## config.mk

```make
export PLATFORM = sky130hd
export DESIGN_NAME = commit_trace_buffer
export DESIGN_NICKNAME = d
export VERILOG_FILES = /design/src/rtl/commit_trace_buffer_pkg.sv /design/src/rtl/commit_trace_buffer_fifo.sv /design/src/rtl/commit_trace_buffer.sv
export SDC_FILE = /design/constraint.sdc
export NUM_CORES = 2
export LEC_CHECK = 0
export BUFFER_PORTS_ARGS = -buffer_cell sky130_fd_sc_hd__buf_2
export CAP_MARGIN = 15
export CORE_UTILIZATION = 61
export CTS_CLUSTER_SIZE = 24
export DETAILED_ROUTE_END_ITERATION = 12
export GPL_TIMING_DRIVEN = 0
export PLACE_DENSITY = 0.79
export SLEW_MARGIN = 15
export SYNTH_ARGS = -nofsm -noshare
export SYNTH_HDL_FRONTEND = slang
export SYNTH_SLANG_ARGS = --single-unit
```

## constraint.sdc

```tcl
create_clock -name clk -period 9.85 [get_ports clk]
set_input_delay 1.97 -clock clk [delete_from_list [all_inputs] [get_ports clk]]
set_output_delay 1.97 -clock clk [all_outputs]
set_load 0.02 [all_outputs]
```

## src/rtl/commit_trace_buffer_pkg.sv

```systemverilog
// Shared encodings for the commit trace monitor: record kinds, monitor states,
// and the packed record width used to size the trace buffer.
package trace_pkg;

  typedef enum logic [2:0] {
    KIND_REG   = 3'd0,
    KIND_LOAD  = 3'd1,
    KIND_STORE = 3'd2,
    KIND_NOP   = 3'd3,
    KIND_HALT  = 3'd4
  } kind_e;

  typedef enum logic [1:0] {
    ST_IDLE    = 2'd0,
    ST_RUN     = 2'd1,
    ST_HALTED  = 2'd2,
    ST_TIMEOUT = 2'd3
  } state_e;

  localparam int KIND_W = 3;

  // Record layout is {kind, inum, pc, reg, value, addr}. The struct itself
  // lives in the top, where the field widths are known.
  function automatic int recWidth(input int cntW, input int dataW, input int regW);
    return KIND_W + cntW + 3 * dataW + regW;
  endfunction

endpackage

```

## src/rtl/commit_trace_buffer_fifo.sv

```systemverilog
// Circular record buffer with a first-word-fall-through head, an occupancy level
// and an optional overwrite-oldest policy when a push finds the buffer full.
module trace_fifo #(
  parameter int DEPTH = 16,
  parameter int W     = 8
) (
  input  logic                   clk,
  input  logic                   rst_n,
  input  logic                   wrap,
  input  logic                   push,
  input  logic [W-1:0]           pushData,
  input  logic                   pop,
  output logic [W-1:0]           headData,
  output logic                   notEmpty,
  output logic [$clog2(DEPTH):0] level,
  output logic                   dropped
);

  localparam int PTR_W = $clog2(DEPTH);
  localparam int LVL_W = PTR_W + 1;

  logic [W-1:0]     mem [DEPTH];
  logic [PTR_W-1:0] rdPtr;
  logic [PTR_W-1:0] wrPtr;
  logic [LVL_W-1:0] levelQ;
  logic             full;
  logic             doPop;
  logic             doWrite;
  logic             overflowPush;
  logic             advRd;

  assign full     = (levelQ == LVL_W'(DEPTH));
  assign notEmpty = (levelQ != '0);
  assign level    = levelQ;

  // A pop on an empty buffer is ignored; a simultaneous pop frees the slot a
  // full-buffer push needs, so that case never counts as a drop.
  assign doPop        = pop && notEmpty;
  assign overflowPush = push && full && !doPop;
  assign doWrite      = push && (!full || doPop || wrap);
  assign advRd        = doPop || (overflowPush && wrap);
  assign dropped      = overflowPush;

  assign headData = notEmpty ? mem[rdPtr] : '0;

  // NOTE: state registers use non-blocking assignments so every flop samples
  // the pre-edge values of its neighbours, independent of statement order.
  always_ff @(posedge clk or negedge rst_n) begin
    if (!rst_n) begin
      rdPtr  <= '0;
      wrPtr  <= '0;
      levelQ <= '0;
    end else begin
      if (doWrite) wrPtr <= wrPtr + PTR_W'(1);
      if (advRd)   rdPtr <= rdPtr + PTR_W'(1);
      if (doWrite && !doPop && !full) levelQ <= levelQ + LVL_W'(1);
      else if (doPop && !doWrite)     levelQ <= levelQ - LVL_W'(1);
    end
  end

  // NOTE: storage is deliberately not reset; level and pointers define which
  // entries are live, and the head is forced to zero while empty.
  always_ff @(posedge clk) begin
    if (doWrite) mem[wrPtr] <= pushData;
  end

endmodule

```

## src/rtl/commit_trace_buffer.sv

```systemverilog
// Retirement monitor: classifies each committed instruction into a trace record,
// buffers it for a valid/ready drain port and keeps run/timeout statistics.
module commit_trace_buffer
  import trace_pkg::*;
#(
  parameter int DATA_W     = 16,
  parameter int REG_W      = 4,
  parameter int DEPTH      = 16,
  parameter int CNT_W      = 32,
  parameter int MAX_CYCLES = 100000,
  parameter int WRAP       = 0
) (
  input  logic                   clk,
  input  logic                   rst_n,
  input  logic                   en,
  input  logic                   commit_valid,
  input  logic [DATA_W-1:0]      pc,
  input  logic                   reg_write,
  input  logic [REG_W-1:0]       write_reg,
  input  logic [DATA_W-1:0]      write_data,
  input  logic                   mem_read,
  input  logic                   mem_write,
  input  logic [DATA_W-1:0]      mem_addr,
  input  logic [DATA_W-1:0]      mem_data,
  input  logic                   hlt,
  output logic                   out_valid,
  input  logic                   out_ready,
  output logic [2:0]             out_kind,
  output logic [CNT_W-1:0]       out_inum,
  output logic [DATA_W-1:0]      out_pc,
  output logic [REG_W-1:0]       out_reg,
  output logic [DATA_W-1:0]      out_value,
  output logic [DATA_W-1:0]      out_addr,
  output logic [1:0]             state,
  output logic [CNT_W-1:0]       cycle_count,
  output logic [CNT_W-1:0]       inst_count,
  output logic [CNT_W-1:0]       drop_count,
  output logic                   overflow,
  output logic [$clog2(DEPTH):0] level
);

  typedef struct packed {
    kind_e             kind;
    logic [CNT_W-1:0]  inum;
    logic [DATA_W-1:0] pc;
    logic [REG_W-1:0]  regIdx;
    logic [DATA_W-1:0] value;
    logic [DATA_W-1:0] addr;
  } rec_t;

  localparam int REC_W = recWidth(CNT_W, DATA_W, REG_W);

  state_e           stateQ, stateD;
  logic [CNT_W-1:0] cycleQ, instQ, dropQ;
  logic [CNT_W-1:0] cycleInc;
  logic             ovfQ;
  logic             active;
  logic             capture;
  logic             timeoutHit;
  logic             dropped;
  rec_t             newRec;
  rec_t             headRec;
  logic [REC_W-1:0] headBits;

  function automatic logic [CNT_W-1:0] satInc(input logic [CNT_W-1:0] v);
    return (&v) ? v : v + CNT_W'(1);
  endfunction

  // The enabling cycle in IDLE already counts as a run cycle, so the first
  // commit presented together with en=1 is captured on that same edge.
  assign active     = en && (stateQ == ST_IDLE || stateQ == ST_RUN);
  assign capture    = active && commit_valid;
  assign cycleInc   = satInc(cycleQ);
  assign timeoutHit = active && (cycleInc >= CNT_W'(MAX_CYCLES));

  // NOTE: every combinational output gets a default first, so no path through
  // the case statement can leave it unassigned and infer a latch.
  always_comb begin
    stateD = stateQ;
    case (stateQ)
      ST_IDLE, ST_RUN: begin
        if (!en)                  stateD = ST_IDLE;
        else if (capture && hlt)  stateD = ST_HALTED;
        else if (timeoutHit)      stateD = ST_TIMEOUT;
        else                      stateD = ST_RUN;
      end
      default: stateD = stateQ;
    endcase
  end

  // Classification priority mirrors the file-based trace format.
  always_comb begin
    newRec      = '0;
    newRec.pc   = pc;
    newRec.inum = instQ;
    if (reg_write && mem_read) begin
      newRec.kind   = KIND_LOAD;
      newRec.regIdx = write_reg;
      newRec.value  = write_data;
      newRec.addr   = mem_addr;
    end else if (reg_write) begin
      newRec.kind   = KIND_REG;
      newRec.regIdx = write_reg;
      newRec.value  = write_data;
    end else if (hlt) begin
      newRec.kind   = KIND_HALT;
    end else if (mem_write) begin
      newRec.kind   = KIND_STORE;
      newRec.value  = mem_data;
      newRec.addr   = mem_addr;
    end else begin
      newRec.kind   = KIND_NOP;
    end
  end

  always_ff @(posedge clk or negedge rst_n) begin
    if (!rst_n) begin
      stateQ <= ST_IDLE;
      cycleQ <= '0;
      instQ  <= '0;
      dropQ  <= '0;
      ovfQ   <= 1'b0;
    end else begin
      stateQ <= stateD;
      if (active)  cycleQ <= cycleInc;
      if (capture) instQ  <= satInc(instQ);
      if (dropped) begin
        dropQ <= satInc(dropQ);
        ovfQ  <= 1'b1;
      end
    end
  end

  trace_fifo #(
    .DEPTH (DEPTH),
    .W     (REC_W)
  ) uFifo (
    .clk      (clk),
    .rst_n    (rst_n),
    .wrap     (WRAP != 0),
    .push     (capture),
    .pushData (newRec),
    .pop      (out_ready),
    .headData (headBits),
    .notEmpty (out_valid),
    .level    (level),
    .dropped  (dropped)
  );

  assign headRec     = headBits;
  assign out_kind    = headRec.kind;
  assign out_inum    = headRec.inum;
  assign out_pc      = headRec.pc;
  assign out_reg     = headRec.regIdx;
  assign out_value   = headRec.value;
  assign out_addr    = headRec.addr;

  assign state       = stateQ;
  assign cycle_count = cycleQ;
  assign inst_count  = instQ;
  assign drop_count  = dropQ;
  assign overflow    = ovfQ;

endmodule

```

# Word level (Yosys, flattened, before mapping)
# Memory sizes are Yosys's and may differ from the RTL's.
# Index checks and enable logic that the tools add are counted.
# op_classes
bitwise	2
mux	19
eq_ne	2
addsub	7
n_lt_le_gt_ge	1
n_reduce_logical	26
# op_table
operator	n
$add 32x1->32 const B	3
$mux 32	3
$reduce_and 32->1	3
$mux 87	1
$mux 36	1
$ge 32x17->1 const B	1
$mux 16	2
$logic_and 1x1->1	12
$mux 5	2
$mux 3	3
$add 4x1->4 const B	2
$mux 2	3
$add 5x1->5 const B	1
$eq 5x5->1 const B	1
$reduce_bool 5->1	1
$sub 5x1->5 const B	1
$mux 4	1
$reduce_and 2->1	2
$logic_not 1->1	3
$mux 1	3
$eq 2x1->1 const B	1
$logic_not 2->1	1
$logic_or 1x1->1	2
$not 1->1	2
other kinds (2)	2
# totals
output_inout_bits	192
mem_bits_rw	1392
reg_bits	112
n_memories	1
# mem_list
name	words	width	rd	rd_ports_with_merged_regs	write_ports	line_no	source
uFifo.mem	16	87	1	0	1	commit_trace_buffer_fifo.sv:22	logic [W-1:0] mem [DEPTH];

# Longest topological paths before layout
# depth
word_depth	9
ltp_mapped	11
mapped_depth_nobuf	10

# Cells and area by module
# Synthesis repeated with hierarchy kept, for this count alone.
# unflattened
cells_unflattened	2910
area_unflattened_um2	59852.4
# by_module_without_submodules
mod	seq_area_each_um2	cells_each	area_each_um2	n_inst
trace_fifo	42125.4	2311	54078.1	1
commit_trace_buffer	2477.4	599	5774.3	1

# Worst setup path after synthesis
# OpenSTA, ideal clock, no wires.
# synth_path
kind	input-to-reg
start	input en
end	memory uFifo.mem[4][0] in the netlist's numbering, enable pin
stages	7
path_buffers	2
t_arrival_ns	8.888
path_slack_ns	0.323
path_cell_list	nor2b_1 -> buf_2 -> nand2_1 -> clkbuf_1 -> nor2_1 -> nand2_1 -> nor3_1
# synth_between
elab_chain_len	5
# synth_lines
item	line_no	source
start, declared	commit_trace_buffer.sv:15	input logic en,
$logic_and 1x1->1	commit_trace_buffer.sv:71	assign active = en && (stateQ == ST_IDLE || stateQ == ST_RUN);
$logic_and 1x1->1	commit_trace_buffer.sv:72	assign capture = active && commit_valid;
$logic_and 1x1->1	commit_trace_buffer_fifo.sv:40	assign doWrite = push && (!full || doPop || wrap);
$mux 1	commit_trace_buffer_fifo.sv:64	if (doWrite) mem[wrPtr] <= pushData;
$mux 1 (not written as such)	commit_trace_buffer_fifo.sv:64	
end, declared	commit_trace_buffer_fifo.sv:22	
# No other way between the ends.

# Worst setup path in the final report
# layout_path
start	register uFifo.rdPtr[0]
end	output out_reg[3]
# layout_between
elab_chain_len	2
# layout_lines
item	line_no	source
start, declared	commit_trace_buffer_fifo.sv:23	logic [PTR_W-1:0] rdPtr;
start signal, assigned	commit_trace_buffer_fifo.sv:55	if (advRd) rdPtr <= rdPtr + PTR_W'(1);
$mem_v2 16x87	n/a	
$mux 87	commit_trace_buffer_fifo.sv:44	assign headData = notEmpty ? mem[rdPtr] : '0;
end, declared	commit_trace_buffer.sv:31	output logic [REG_W-1:0] out_reg,
# No other way between the ends.

==> results.sh <==
export IMPL_postPlaceCellArea_um2=63600
export IMPL_antenna_found_initial=5
export IMPL_outcome="completed"
export IMPL_hold_path_depth=1
export IMPL_grt_ovfl_total=0
export IMPL_fin_worst_hold_slack_ps=480
export IMPL_clockBufferDepth=3
export IMPL_die_area_um2=98300
export IMPL_drt_iter0_drc=4531
export IMPL_cts_tree="yes"
export IMPL_cap_viol_max_count=0
export IMPL_path_class="reg2out"
export IMPL_wirelength_um=159000
export IMPL_yosys_area_share_simple_pct=3.83
export IMPL_synth_mux_area_share_pct=16.7
export IMPL_grtUsageTotal_pct=33.0
export IMPL_syn_area_um2=59200
export IMPL_cp_slowest_cell="clkbuf_1"
export IMPL_r2r_cells=12
export IMPL_use_met3_pct=7.16
export IMPL_min_delay_start="overflow"
export IMPL_synth_flop_cell="edfxtp_1"
export IMPL_grt_pass1_wl_um=227000
export IMPL_fmax_mhz=147
export IMPL_met1_usage_pct=42.6
export IMPL_slew_violations=0
export IMPL_post_route_util_pct=71.6
export IMPL_area_growth_pct=15.6
export IMPL_finClkSkew_ps=20.8
export IMPL_routed_via_density=6.92
export IMPL_synth_area_leader_cell="edfxtp_1"
export IMPL_power_density_nw_per_um2=255
export IMPL_p_leak_nw=23.0
export IMPL_worstMarginPinSlew_ps=1250
export IMPL_cp_num_buf_inv=4
export IMPL_fp_dieH_um=314
export IMPL_cts_resized_gates=0
export IMPL_cts_root_buf="clkbuf_16"
export IMPL_wl_per_cell_um=34.6
export IMPL_io_buffers=267
export IMPL_clock_sinks=1504
export IMPL_synth_compound_area_share_pct=0.850
export IMPL_grt_util_met2_pct=54.8
export IMPL_layout_commonest_cell="edfxtp_1"
export IMPL_cp_cell_sequence="buf_2, clkbuf_1, clkbuf_1, mux4_2, mux4_2, and2_1, buf_2"
export IMPL_holdCritPathClass="reg2reg"
export IMPL_rows=113
export IMPL_io_pins=269
export IMPL_grt_max_degree=79
export IMPL_startpoint_type="flip-flop"
export IMPL_cts_hold_fix_buffers=0
export IMPL_crit_family="buffers and inverters"
export IMPL_yosys_area_top_type_share_pct=70.6
export IMPL_die_w_um=314
export IMPL_endpoint_kind="primary output"
export IMPL_r2r_end="uFifo.mem[4][30]"
export IMPL_rsz0062_at_grt="false"
export IMPL_maxSlewHeadroom_pct=17.0
export IMPL_clk_latency_ps=770
export IMPL_r2r_setup_slack_ps=5710
export IMPL_path_max_fanout=10
export IMPL_grt_pass1_vias=32700
export IMPL_cts_buffers=147
export IMPL_r2r_start="state[1]"
export IMPL_clk_pin_slew_ps=60
export IMPL_postRouteAntennaNets=0
export IMPL_busiest_layer="met2"
export IMPL_synth_xor_area_share_pct=1.55
export IMPL_drive_gt1_share_pct=34.0
export IMPL_synthAdderAreaFrac_pct=0.266
export IMPL_final_hold_viol_count=0
export IMPL_synth_top_family_by_area="multiplexers"
export IMPL_initial_core_util_pct=61.9
export IMPL_cts_post_setup_buffers_inserted=0
export IMPL_ys_seq_elements=1504
export IMPL_ys_warn_count=0
export IMPL_ys_seq_area_share_pct=75.3
export IMPL_core_um2=95600
export IMPL_hpwl_um=92100
export IMPL_arrival_ps=4810
export IMPL_synth_cell_types=68
export IMPL_netlist_instances=2705
export IMPL_cp_required_ps=7880
export IMPL_drt_drc_violations_left=0
export IMPL_vias=31900
export IMPL_syn_avg_cell_area_um2=21.9
export IMPL_vdd_drop_max_mv=0.195
export IMPL_setup_viol=0
export IMPL_nets=3303
export IMPL_synth_fp_nets=2794
export IMPL_hold_end="overflow"
export IMPL_synth_edf_count=1392
export IMPL_fin_crit_sh_pct=68.9
export IMPL_place_congestion=0.842
export IMPL_first_pass_iters=5
export IMPL_fin_area_um2=68400
export IMPL_htreeDepth=4
export IMPL_synth_area_leaders="edfxtp_1 71%, mux4_2 17%, dfrtp_1 4.7%, and2_1 1.3%, xnor2_1 1.0%"
export IMPL_max_stage_delay_ps=960
export IMPL_period_minus_slack_ps=6780
export IMPL_power_w=0.0174
export IMPL_layout_common_cells="1392 x edfxtp_1, 435 x mux4_2, 299 x buf_2, 148 x clkbuf_16, 112 x dfrtp_1"
export IMPL_async_flop_share_pct=7.45
[routing by layer]
metal / vias to the layer above / part of all wire (%)
li1: 12300 / -
met4: 2 / 4.4
met2: 2598 / 51
met5: - / 0.0082
met3: 452 / 11
met1: 16600 / 34
[cells in the mapped netlist (2+ instances only)]
cell      number
a211oi_1       3
a21o_1         3
a21oi_1       10
a22o_1        16
a311oi_1       2
a31oi_1        4
and2_1       119
and3_1        16
and4_1        11
buf_1         17
buf_2         33
buf_4         33
clkbuf_1      81
dfrtp_1      112
edfxtp_1    1392
ha_1          11
inv_1         14
mux2_2         6
mux2i_1        2
mux4_2       435
nand2_1       57
nand2_2        2
nand2b_1       4
nand3_1       38
nand3_2        6
nand3b_1       3
nand4_1       37
nor2_1        46
nor2b_1        3
nor3_1        17
nor3_2         2
nor3b_1        2
nor4_1        12
nor4_2         3
o21ai_0        7
o31ai_1        4
or2_2          2
or3_1          3
or4_1          5
xnor2_1       70
xor2_1        35
[flip-flops by register name, indices dropped and copies added (netlist names)]
| name | cells |
|---|---|
| uFifo.mem | 1392 |
| uFifo.wrPtr | 4 |
| state | 2 |
| cycle_count | 32 |
| drop_count | 32 |
| overflow | 1 |
| inst_count | 32 |
| uFifo.rdPtr | 4 |
| uFifo.level | 5 |
[how the worst max path moves through the flow]
stage,to,cells after the start,startpoint
finish,out_reg[3],7,uFifo.rdPtr[0]
global route,out_value[8],7,uFifo.rdPtr[0]
CTS,out_inum[31],7,uFifo.rdPtr[1]
detailed placement,out_inum[31],7,uFifo.rdPtr[1]
global placement,uFifo.mem[4][29],8,en
floorplan,uFifo.mem[4][0],7,en
[power breakdown]
group	total, W	switching [W]	leakage, nW	internal [W]
clock	0.00568	0.00246	2.35	0.00323
combinational	0.00473	0.00273	6.45	0.00201
sequential	0.00701	0.0000344	14.2	0.00697
total	0.0174	0.00522	23.0	0.0122
[area by class of cell]
cell class                      count  area [um^2]
Sequential cell                  1504        44600
Fill cell                        5377        27100
Multi-Input combinational cell   1021        13800
Clock buffer                      184         3890
Timing Repair Buffer              360         2720
Tap cell                         1265         1580
Clock inverter                     85          950
Buffer                            166          811
Inverter                           14         52.6
Antenna cell                        5         12.5
[cells by family after synthesis]
kind of cell,after synthesis
DFF,1504
muxes,444
and+or+nand+nor,394
buffers and inverters,180
xor gates and xnor gates,105
AOI/OAI and AO/OA,66
adders and majority gates,12
[metrics by stage]
stage                     instances  setup WS (ps)  setup TNS, ps
after global routing           4600           2930              0
final                          4604           3070              0
after CTS                      4598           2960              0
after detailed placement       4329           3910              0
after global placement         4237          -7800       -3459700
after floorplan                2705            323              0
(Power assumes the default switching activity.)
